## src/rtl/game_pkg.sv

```systemverilog
// Shared constants and FSM state encoding for the brick breaker game controller.
package game_pkg;

    localparam logic [2:0] ATTRACT   = 3'd0;
    localparam logic [2:0] SERVE     = 3'd1;
    localparam logic [2:0] PLAY      = 3'd2;
    localparam logic [2:0] MISS      = 3'd3;
    localparam logic [2:0] GAME_OVER = 3'd4;
    localparam logic [2:0] WIN       = 3'd5;

    typedef enum logic [2:0] {
        StAttract  = ATTRACT,
        StServe    = SERVE,
        StPlay     = PLAY,
        StMiss     = MISS,
        StGameOver = GAME_OVER,
        StWin      = WIN
    } state_e;

    localparam int unsigned LIVES_INIT_DEF   = 3;
    localparam int unsigned BRICK_COUNT_DEF  = 40;
    localparam int unsigned BRICK_POINTS_DEF = 10;

    localparam int unsigned SCREEN_W = 640;
    localparam int unsigned SCREEN_H = 480;

    localparam int unsigned SCORE_W = 16;

endpackage

```

## src/rtl/tick_gen.sv

```systemverilog
// Free-running divider producing a one-cycle movement tick every TICK_DIV clocks.
module tick_gen #(
    parameter int unsigned TICK_DIV = 208333
) (
    input  logic clk,
    input  logic rst,
    output logic o_tick
);

    localparam int unsigned CntW = (TICK_DIV > 1) ? $clog2(TICK_DIV) : 1;
    localparam logic [CntW-1:0] CntMax = CntW'(TICK_DIV - 1);

    logic [CntW-1:0] r_cnt;
    logic            w_wrap;

    assign w_wrap = (r_cnt == CntMax);

    always_ff @(posedge clk or negedge rst) begin
        if (!rst) begin
            r_cnt <= '0;
        end else if (w_wrap) begin
            r_cnt <= '0;
        end else begin
            r_cnt <= r_cnt + 1'b1;
        end
    end

    assign o_tick = w_wrap;

endmodule

```

## src/rtl/game_ctrl.sv

```systemverilog
// Brick breaker game sequencer: start key conditioning, serve/play/miss FSM, lives/score/bricks.
// Optional: define GAME_CTRL_BONUS_LIFE_EN to award a life for every 500 points crossed.
module game_ctrl
    import game_pkg::*;
#(
    parameter int unsigned TICK_DIV     = 208333,
    parameter int unsigned SERVE_TICKS  = 120,
    parameter int unsigned MISS_TICKS   = 240,
    parameter int unsigned LIVES_INIT   = LIVES_INIT_DEF,
    parameter int unsigned BRICK_COUNT  = BRICK_COUNT_DEF,
    parameter int unsigned BRICK_POINTS = BRICK_POINTS_DEF
) (
    input  logic               clk,
    input  logic               rst,
    input  logic               i_start_n,
    input  logic               i_ball_lost,
    input  logic               i_brick_hit,
    output logic               o_tick,
    output logic               o_paddle_en,
    output logic               o_ball_hold,
    output logic               o_ball_launch,
    output logic [2:0]         o_lives,
    output logic [SCORE_W-1:0] o_score,
    output logic [7:0]         o_bricks_left,
    output logic [2:0]         o_state
);

    state_e             r_state, w_state_nxt;
    logic [7:0]         r_phase, w_phase_nxt;
    logic [2:0]         r_lives, w_lives_nxt;
    logic [SCORE_W-1:0] r_score, w_score_nxt;
    logic [7:0]         r_bricks, w_bricks_nxt;
    logic               r_launch, w_launch_nxt;
    logic [1:0]         r_sync;
    logic               r_sync_prev;
    logic               r_start_pulse;
    logic               w_tick;
    logic [SCORE_W:0]   w_score_sum;
    logic [SCORE_W-1:0] w_score_sat;

    tick_gen #(
        .TICK_DIV(TICK_DIV)
    ) u_tick_gen (
        .clk   (clk),
        .rst   (rst),
        .o_tick(w_tick)
    );

    // Synchronizer resets to the released level so reset never fakes a key press.
    always_ff @(posedge clk or negedge rst) begin
        if (!rst) begin
            r_sync        <= 2'b11;
            r_sync_prev   <= 1'b1;
            r_start_pulse <= 1'b0;
        end else begin
            r_sync        <= {r_sync[0], i_start_n};
            r_sync_prev   <= r_sync[1];
            r_start_pulse <= r_sync_prev & ~r_sync[1];
        end
    end

    always_ff @(posedge clk or negedge rst) begin
        if (!rst) begin
            r_state  <= StAttract;
            r_phase  <= '0;
            r_lives  <= 3'(LIVES_INIT);
            r_score  <= '0;
            r_bricks <= 8'(BRICK_COUNT);
            r_launch <= 1'b0;
        end else begin
            r_state  <= w_state_nxt;
            r_phase  <= w_phase_nxt;
            r_lives  <= w_lives_nxt;
            r_score  <= w_score_nxt;
            r_bricks <= w_bricks_nxt;
            r_launch <= w_launch_nxt;
        end
    end

    assign w_score_sum = {1'b0, r_score} + (SCORE_W + 1)'(BRICK_POINTS);
    assign w_score_sat = w_score_sum[SCORE_W] ? {SCORE_W{1'b1}} : w_score_sum[SCORE_W-1:0];

    always_comb begin
        w_state_nxt  = r_state;
        w_lives_nxt  = r_lives;
        w_score_nxt  = r_score;
        w_bricks_nxt = r_bricks;
        w_launch_nxt = 1'b0;
        case (r_state)
            StAttract: begin
                if (r_start_pulse) begin
                    w_lives_nxt  = 3'(LIVES_INIT);
                    w_score_nxt  = '0;
                    w_bricks_nxt = 8'(BRICK_COUNT);
                    w_state_nxt  = StServe;
                end
            end
            StServe: begin
                if (r_start_pulse || (r_phase == 8'(SERVE_TICKS))) begin
                    w_launch_nxt = 1'b1;
                    w_state_nxt  = StPlay;
                end
            end
            StPlay: begin
                if (i_brick_hit && (r_bricks != 8'd0)) begin
                    w_bricks_nxt = r_bricks - 8'd1;
                    w_score_nxt  = w_score_sat;
`ifdef GAME_CTRL_BONUS_LIFE_EN
                    if (((w_score_sat / 16'd500) != (r_score / 16'd500)) && (r_lives != 3'd7)) begin
                        w_lives_nxt = r_lives + 3'd1;
                    end
`endif
                end
                // A clearing hit wins over a simultaneous loss.
                if (i_brick_hit && (r_bricks == 8'd1)) begin
                    w_state_nxt = StWin;
                end else if (i_ball_lost) begin
                    w_lives_nxt = w_lives_nxt - 3'd1;
                    w_state_nxt = (r_lives == 3'd1) ? StGameOver : StMiss;
                end
            end
            StMiss: begin
                if (r_phase == 8'(MISS_TICKS)) begin
                    w_state_nxt = StServe;
                end
            end
            StGameOver, StWin: begin
                if (r_start_pulse) begin
                    w_state_nxt = StAttract;
                end
            end
            default: w_state_nxt = StAttract;
        endcase

        if (w_state_nxt != r_state) begin
            w_phase_nxt = '0;
        end else if (w_tick && ((r_state == StServe) || (r_state == StMiss))) begin
            w_phase_nxt = r_phase + 8'd1;
        end else begin
            w_phase_nxt = r_phase;
        end
    end

    always_comb begin
        o_paddle_en = 1'b0;
        o_ball_hold = 1'b1;
        case (r_state)
            StServe: o_paddle_en = 1'b1;
            StPlay: begin
                o_paddle_en = 1'b1;
                o_ball_hold = 1'b0;
            end
            default: ;
        endcase
    end

    assign o_tick        = w_tick;
    assign o_ball_launch = r_launch;
    assign o_lives       = r_lives;
    assign o_score       = r_score;
    assign o_bricks_left = r_bricks;
    assign o_state       = r_state;

endmodule

```

## config.mk

```make
export PLATFORM = sky130hd
export DESIGN_NAME = game_ctrl
export DESIGN_NICKNAME = d
export VERILOG_FILES = /design/src/rtl/game_pkg.sv /design/src/rtl/tick_gen.sv /design/src/rtl/game_ctrl.sv
export SDC_FILE = /design/constraint.sdc
export NUM_CORES = 1
export LEC_CHECK = 0
export ABC_CLOCK_PERIOD_IN_PS = 2210
export CAP_MARGIN = 10
export CORE_MARGIN = 5
export CORE_UTILIZATION = 51
export CTS_CLUSTER_DIAMETER = 200
export DETAILED_ROUTE_END_ITERATION = 12
export PLACE_DENSITY = 0.74
export SYNTH_ARGS = -nofsm -noshare
export SYNTH_HDL_FRONTEND = slang
export SYNTH_SLANG_ARGS = --single-unit
```

## constraint.sdc

```tcl
create_clock -name clk -period 2.21 [get_ports clk]
set_input_delay 0.3315 -clock clk [delete_from_list [all_inputs] [get_ports clk]]
set_output_delay 0.3315 -clock clk [all_outputs]
set_load 0.05 [all_outputs]
```

==> results of run 1 <==
## metrics by stage
| stage | hold WS [ns] | util | std cells | setup WS [ns] | instance area, µm² |
|---|---|---|---|---|---|
| 6_report | 0.3610 | 0.6498 | 474 | 0.09218 | 4055 |
| 5_1_grt | 0.3670 | 0.6498 | 474 | 0.007753 | 4055 |
| 3_5_place_dp | 0.3521 | 0.6113 | 457 | 0.1486 | 3815 |
| 4_1_cts | 0.3615 | 0.6490 | 474 | 0.04073 | 4050 |
| 3_3_place_gp | 0.3458 | 0.6113 | 457 | 0.2325 | 3815 |
| 2_1_floorplan | 0.03591 | - | 338 | 0.008656 | 3253 |
## sequential cells by signal, indices dropped and copies added, names as in the netlist
name              cells
r_sync_prev           1
o_bricks_left         8
r_phase               8
u_tick_gen.r_cnt     18
o_score              16
r_sync                2
o_lives               3
r_start_pulse         1
o_state               3
o_ball_launch         1
## final timing paths
path | cells past startpoint | end | start | slack [ns]
min | 0 | r_sync[1]$_DFF_PN1_ | r_sync[0]$_DFF_PN1_ | 0.36
min reg2reg | 0 | r_sync[1]$_DFF_PN1_ | r_sync[0]$_DFF_PN1_ | 0.36
max | 5 | o_tick | u_tick_gen.r_cnt[9]$_DFF_PN0_ | 0.09
min in group asynchronous | 3 | r_phase[2]$_DFFE_PN0P_ | rst | 0.53
max reg2reg | 5 | o_lives[0]$_DFFE_PN1P_ | o_bricks_left[2]$_DFFE_PN0P_ | 0.10
max in group asynchronous | 3 | o_bricks_left[3]$_DFFE_PN1P_ | rst | 1.37
## layout make-up
class / count / area, µm²
Fill cell: 505 / 2186
Multi-Input combinational cell: 254 / 1623
Sequential cell: 61 / 1538
Timing Repair Buffer: 54 / 528.0
Clock buffer: 12 / 155.1
Tap cell: 77 / 96.34
Clock inverter: 4 / 70.07
Inverter: 12 / 45.04
## Yosys cell counts (4+ instances only)
cell / count / area (µm²)
dfrtp_1: 54 / 1351
nor2_1: 45 / 168.9
nand2_1: 33 / 123.9
nand3_1: 18 / 90.09
nor3_1: 13 / 65.06
xnor2_1: 13 / 113.9
xor2_1: 13 / 113.9
inv_1: 12 / 45.04
ha_1: 10 / 125.1
a21oi_1: 9 / 45.04
nand2b_1: 8 / 50.05
o21ai_0: 8 / 40.04
clkbuf_1: 7 / 26.28
dfstp_2: 7 / 183.9
nand4_1: 7 / 43.79
a311oi_1: 6 / 52.55
a211oi_1: 5 / 37.54
and4_1: 5 / 43.79
mux2i_1: 5 / 50.05
nor4_1: 5 / 31.28
nor2b_1: 4 / 25.02
or3_1: 4 / 25.02
## metal layers
layer | share of wire | up-vias | track usage
li1 | - | 1314 | -
met3 | 0.041 | 14 | 0.04288
met4 | 0.016 | 0 | 0.08660
met1 | 0.46 | 1304 | 0.2674
met2 | 0.48 | 67 | 0.3085
met5 | 0 | - | 0
## report_power, final
group          switching (µW)  internal, µW  total (µW)
registers                 165          1290        1450
logic                    1150           598        1750
clock network             434           693        1130
## cells in the final DEF (no fill, tap or decap), types with 6 or more instances in the layout
cell type	netlist	routed
a21oi_1	9	9
a311oi_1	6	6
buf_4	0	15
clkbuf_8	0	11
clkdlybuf4s50_1	0	34
dfrtp_1	54	52
dfstp_2	7	7
ha_1	10	10
inv_1	12	12
nand2_1	33	33
nand2b_1	8	8
nand3_1	18	18
nand4_1	7	7
nor2_1	45	45
nor3_1	13	12
o21ai_0	8	8
xnor2_1	13	13
xor2_1	13	13
## what timing repair did
item / CTS / global route
endpoints found under the hold margin: 2 / 0
gates resized for setup: 0 / 1
endpoints found under the setup margin: 0 / 2
hold buffers: 1 / 0
## cells by family after synthesis
family,Yosys count,share of synthesized area
compound gates,48,0.1026
flops,61,0.4750
mux,5,0.01549
xor+xnor,26,0.07046
buf+inv,23,0.03020
simple gates,165,0.2675
fa+ha+maj,10,0.03871
==> results by group, run 1 <==
STA
  – Slew Limit Fails: 0
  – Max transition margin: 0.6387
  – RSZ-0062 raised after global routing: false
  – Final Hold Fails: 0
  – TNS Setup: 0 ns
  – Final min period: 2.118 ns
  – Final setup viols: 0
  – Worst slew pin tran: 0.5403 ns
  – Fmax: 0.4722 GHz
  – Worst Skew: 0.007735 ns
  – Fin crit share: 0.9583

Status
  – Status: completed

Setup path
  – Setup CP Type: flip-flop to output port
  – CP Data Arrival Time: 1.79 ns
  – Crit path max-delay family: simple AND/OR/NAND/NOR gates
  – CP max stage delay: 0.40 ns
  – Crit path cell chain: or2_2 > nor3_2 > buf_4 > nor4b_4 > buf_12
  – Critical Path Sink Type: output port
  – Startpoint Class: flip-flop
  – Slowest stage cell on the critical path: dfrtp_1
  – Crit path buffers/inverters: 2
  – Worst-path fanout max: 5
  – WP data required: 1.88 ns

Synth
  – Gate Count Post-Synth: 338
  – Synth Net Count: 353
  – Async set-reset flop share out of synthesis: 1.000
  – Post-synthesis register bit count: 61
  – Syn_area_per_cell: 9.562 µm²
  – Area of the mapped netlist: 3232 µm²
  – Synthesis Warnings: 0
  – Number of synthesized flops with an enable pin: 0
  – Top_reg_cell synth: dfrtp_1
  – Netlist cell types: 51
  – Register area share after synthesis: 0.4750

Route
  – Total wire length: 7117 µm
  – Post-route ant nets: 0
  – WL/cell: 15.01 µm
  – Remaining DRCs: 0
  – Total iterations of the first detailed-routing run: 5
  – Iteration-0 DRC Markers: 104
  – Vias: 2699
  – Via density: 5.694

Power
  – Pwr dens: 1067 nW/µm²
  – Worst VDD drop: 0.0007949 V
  – Leak: 0.001696 µW
  – Final Power: 4328 µW

CTS
  – Setup bufs post-CTS: 0
  – Clock network latency to the later pin of the worst-skew pair: 0.34 ns
  – Clock Root Buffer: clkbuf_8
  – Clock tree buffer depth: 2
  – CTS buffer count: 9
  – CTS tree: done
  – Clk slew on worst S/H paths: 0.06 ns
  – H-tree levels: 3
  – CTS Sinks: 61

GRT
  – Global-route wire length before repair: 12380 µm
  – All-Layer GR Usage: 0.1983
  – Vias in the first global route: 2732
  – Initial antenna violation count: 0
  – Gr ovfl total: 0
  – Largest net degree at the start of global routing: 62

Finish
  – Area Overhead vs Synth: 25.47%
  – Final net count: 407
  – Share of cells above drive strength 1: 0.1385
  – N_diodes: 0

Placement
  – HPWL Detailed: 4871 µm
  – Port Buffers: 38
  – Final Wtd Congestion: 0.8115

Floorplan
  – Die area: 8029 µm²
  – Row cnt: 29
  – Starting Density: 0.5178
  – Boundary Pins: 39
  – Die Width: 89.61 µm
  – Die H: 89.61 µm
  – Core ar.: 6241 µm²

Run
  – Max_cap viols: 0

Worst hold path
  – Worst Hold Class: flip-flop to flip-flop
Power figures use the tool's default switching activity.
==> run 2: changes to the inputs <==
--- a/config.mk
+++ b/config.mk
@@ -12,6 +12,7 @@
 export CTS_CLUSTER_DIAMETER = 200
 export DETAILED_ROUTE_END_ITERATION = 12
 export PLACE_DENSITY = 0.74
+export REMOVE_ABC_BUFFERS = 1
 export SYNTH_ARGS = -nofsm -noshare
 export SYNTH_HDL_FRONTEND = slang
 export SYNTH_SLANG_ARGS = --single-unit
==> run 2 against run 1 <==
Compared with the run above: critical path depth did not move; clock-buffer cell count unchanged; sequential power about the same; combinational power increased by 3%; wire length up 1.3%; largest cell class unchanged; highest routed layer unchanged.
==> results by group, run 2 (synthesis gave the netlist of run 1 again) <==
Finish
  – Final net count: 411 (+0.98%)
  – Most common cell after layout, fill and taps aside: dfrtp_1
  – Commonest non-fill, non-tap cells in the layout: 54 x dfrtp_1, 45 x nor2_1, 34 x clkdlybuf4s50_1
  – N_diodes: 0 (unchanged)
  – Largest register FFs: 18 (unchanged)
  – Share of cells above drive strength 1: 0.1421 (+0.003606)
  – Sequential Area: 1535 µm² (-0.16%)
  – Filler cell count in the final layout: 514 (+1.8%)
  – Non-filler cells, final: 478 (+0.84%)
  – Area Overhead vs Synth: 25.94%
  – Largest Register: u_tick_gen.r_cnt
  – Final core occ: 0.6522 (+0.002406)
  – Area of the multi-input gates: 1625 µm² (+0.15%)

STA
  – Worst slew pin tran: 0.6101 ns (+0.06980 ns)
  – Final Hold Fails: 0 (unchanged)
  – Fin crit share: 0.9486 (-0.009718)
  – Fmax: 0.4770 GHz (+1.0%)
  – RSZ-0062 raised after global routing: false
  – WHS: 0.004886 ns (-0.3561 ns)
  – Max transition margin: 0.5933 (-0.04541)
  – Final min period: 2.096 ns (-0.02148 ns)
  – Final setup viols: 0 (unchanged)
  – Worst Skew: 0.007169 ns (-0.0005658 ns)
  – Slew Limit Fails: 0 (unchanged)

Setup path
  – WP data required: 1.88 ns (about the same)
  – Worst-path fanout max: 3 (-2)
  – Setup CP Type: flip-flop to output port
  – Critical Path Sink Type: output port
  – Crit path cell chain: or2_2 > nor3_4 > nor4b_4 > buf_4 > buf_12
  – Crit path max-delay family: simple AND/OR/NAND/NOR gates
  – Slowest stage cell on the critical path: dfrtp_1
  – CP Data Arrival Time: 1.76 ns (-0.03 ns)
  – Worst reg2reg startpoint: o_bricks_left[1]$_DFFE_PN0P_
  – CP max stage delay: 0.41 ns (about the same)
  – Crit path buffers/inverters: 2 (unchanged)
  – Startpoint Class: flip-flop
  – Worst Setup SP: u_tick_gen.r_cnt[9]$_DFF_PN0_

CTS
  – Clk slew on worst S/H paths: 0.07 ns (about the same)
  – Clock Root Buffer: clkbuf_8
  – Setup bufs post-CTS: 0 (unchanged)
  – Hold buffers post-CTS: 0 (-1)
  – CTS buffer count: 9 (unchanged)
  – Clock network latency to the later pin of the worst-skew pair: 0.34 ns (about the same)
  – H-tree levels: 3 (unchanged)
  – CTS Sinks: 61 (unchanged)
  – Clock tree buffer depth: 2 (unchanged)
  – CTS tree: done

Power
  – Clock power share: 0.258 (-0.002)
  – Final Power: 4345 µW (+0.39%)
  – Logic pwr share: 0.414 (+0.010)
  – P_int: 2605 µW (+1.1%)
  – Worst VDD drop: 0.0009679 V (+22%)
  – Leak: 0.001729 µW (+2.0%)
  – Switching power: 1739 µW (-0.62%)
  – Pwr dens: 1067 nW/µm² (about the same)
  – Flop pwr share: 0.328 (-0.007)
  – Switching share of power: 0.4003 (-0.004053)

Route
  – Remaining DRCs: 0 (unchanged)
  – Post-route ant nets: 0 (unchanged)
  – Via density: 5.527 (-2.9%)
  – WL/cell: 15.09 µm (+0.50%)
  – Total iterations of the first detailed-routing run: 4 (-1)
  – Total wire length: 7213 µm (+1.3%)
  – Iteration-0 DRC Markers: 129 (+24%)
  – Vias: 2642 (-2.1%)

Placement
  – Port Buffers: 38 (unchanged)
  – HPWL Detailed: 5128 µm (+5.3%)
  – Final Wtd Congestion: 0.8503 (+4.8%)
  – Cells after DPL: 462 (+1.1%)

GRT
  – Initial antenna violation count: 0 (unchanged)
  – Largest net degree at the start of global routing: 28 (-55%)
  – Global-route wire length before repair: 12300 µm (-0.61%)
  – Gr ovfl total: 0 (unchanged)
  – All-Layer GR Usage: 0.1967 (-0.001653)
  – Vias in the first global route: 2689 (-1.6%)

Floorplan
  – Core ar.: 6241 µm² (unchanged)
  – Die area: 8029 µm² (unchanged)
  – Row cnt: 29 (unchanged)
  – Boundary Pins: 39 (unchanged)
  – Die Width: 89.61 µm (unchanged)
  – Starting Density: 0.5178 (unchanged)
  – Die H: 89.61 µm (unchanged)

Status
  – Status: completed

Worst hold path
  – Worst Hold Class: input port to async pin

Run
  – Max_cap viols: 0 (unchanged)
## run 2: cell type report
type	instances	share of cell area
clock buffer	12	0.03812
clock inverter	4	0.01721
inverter	12	0.01107
multi-input combinational	254	0.3993
sequential	61	0.3772
tap	77	0.02367
timing repair buffer	58	0.1334
## run 2: worst paths after layout
check / endpoint / slack (ns) / depth (start not counted)
setup / recovery: o_tick / 0.11 / 5
hold / removal: o_score[5]$_DFFE_PN0P_ / 0.005 / 1
setup reg to reg: o_score[11]$_DFFE_PN0P_ / 0.13 / 8
hold reg to reg: r_sync[1]$_DFF_PN1_ / 0.36 / 0
max in group asynchronous: o_lives[0]$_DFFE_PN1P_ / 1.53 / 2
min in group clk: r_sync[1]$_DFF_PN1_ / 0.36 / 0
## run 2: stage by stage
stage	worst slack, ns	instance area [µm²]	setup TNS, ns
finish	0.1137	4070	0
global route	0.03268	4070	0
CTS	0.009562	4055	0
detailed placement	0.1548	3819	0
global placement	0.2341	3819	0
floorplan	-0.7961	3179	-3.891
## run 2: power by group through the flow
stage               logic (µW)  clock network (µW)  registers, µW
finish                    1800                1120           1420
global route              1930                1210           1450
CTS                       1800                1150           1420
detailed placement        1800                   0           1440
global placement          1770                   0           1440
floorplan                  634                   0           1950
## run 2: per-layer routing
layer	vias to the layer above	track usage	routed length, µm
met5	-	0	0
met4	0	0.06766	77
met1	1257	0.2605	3361
met3	8	0.05292	349
met2	58	0.3125	3424
li1	1319	-	-
## run 2: repair_timing
action                                  in CTS  in global routing
endpoints found under the setup margin       1                  1
gates resized for setup                      2                  2
pin swaps                                    0                  2
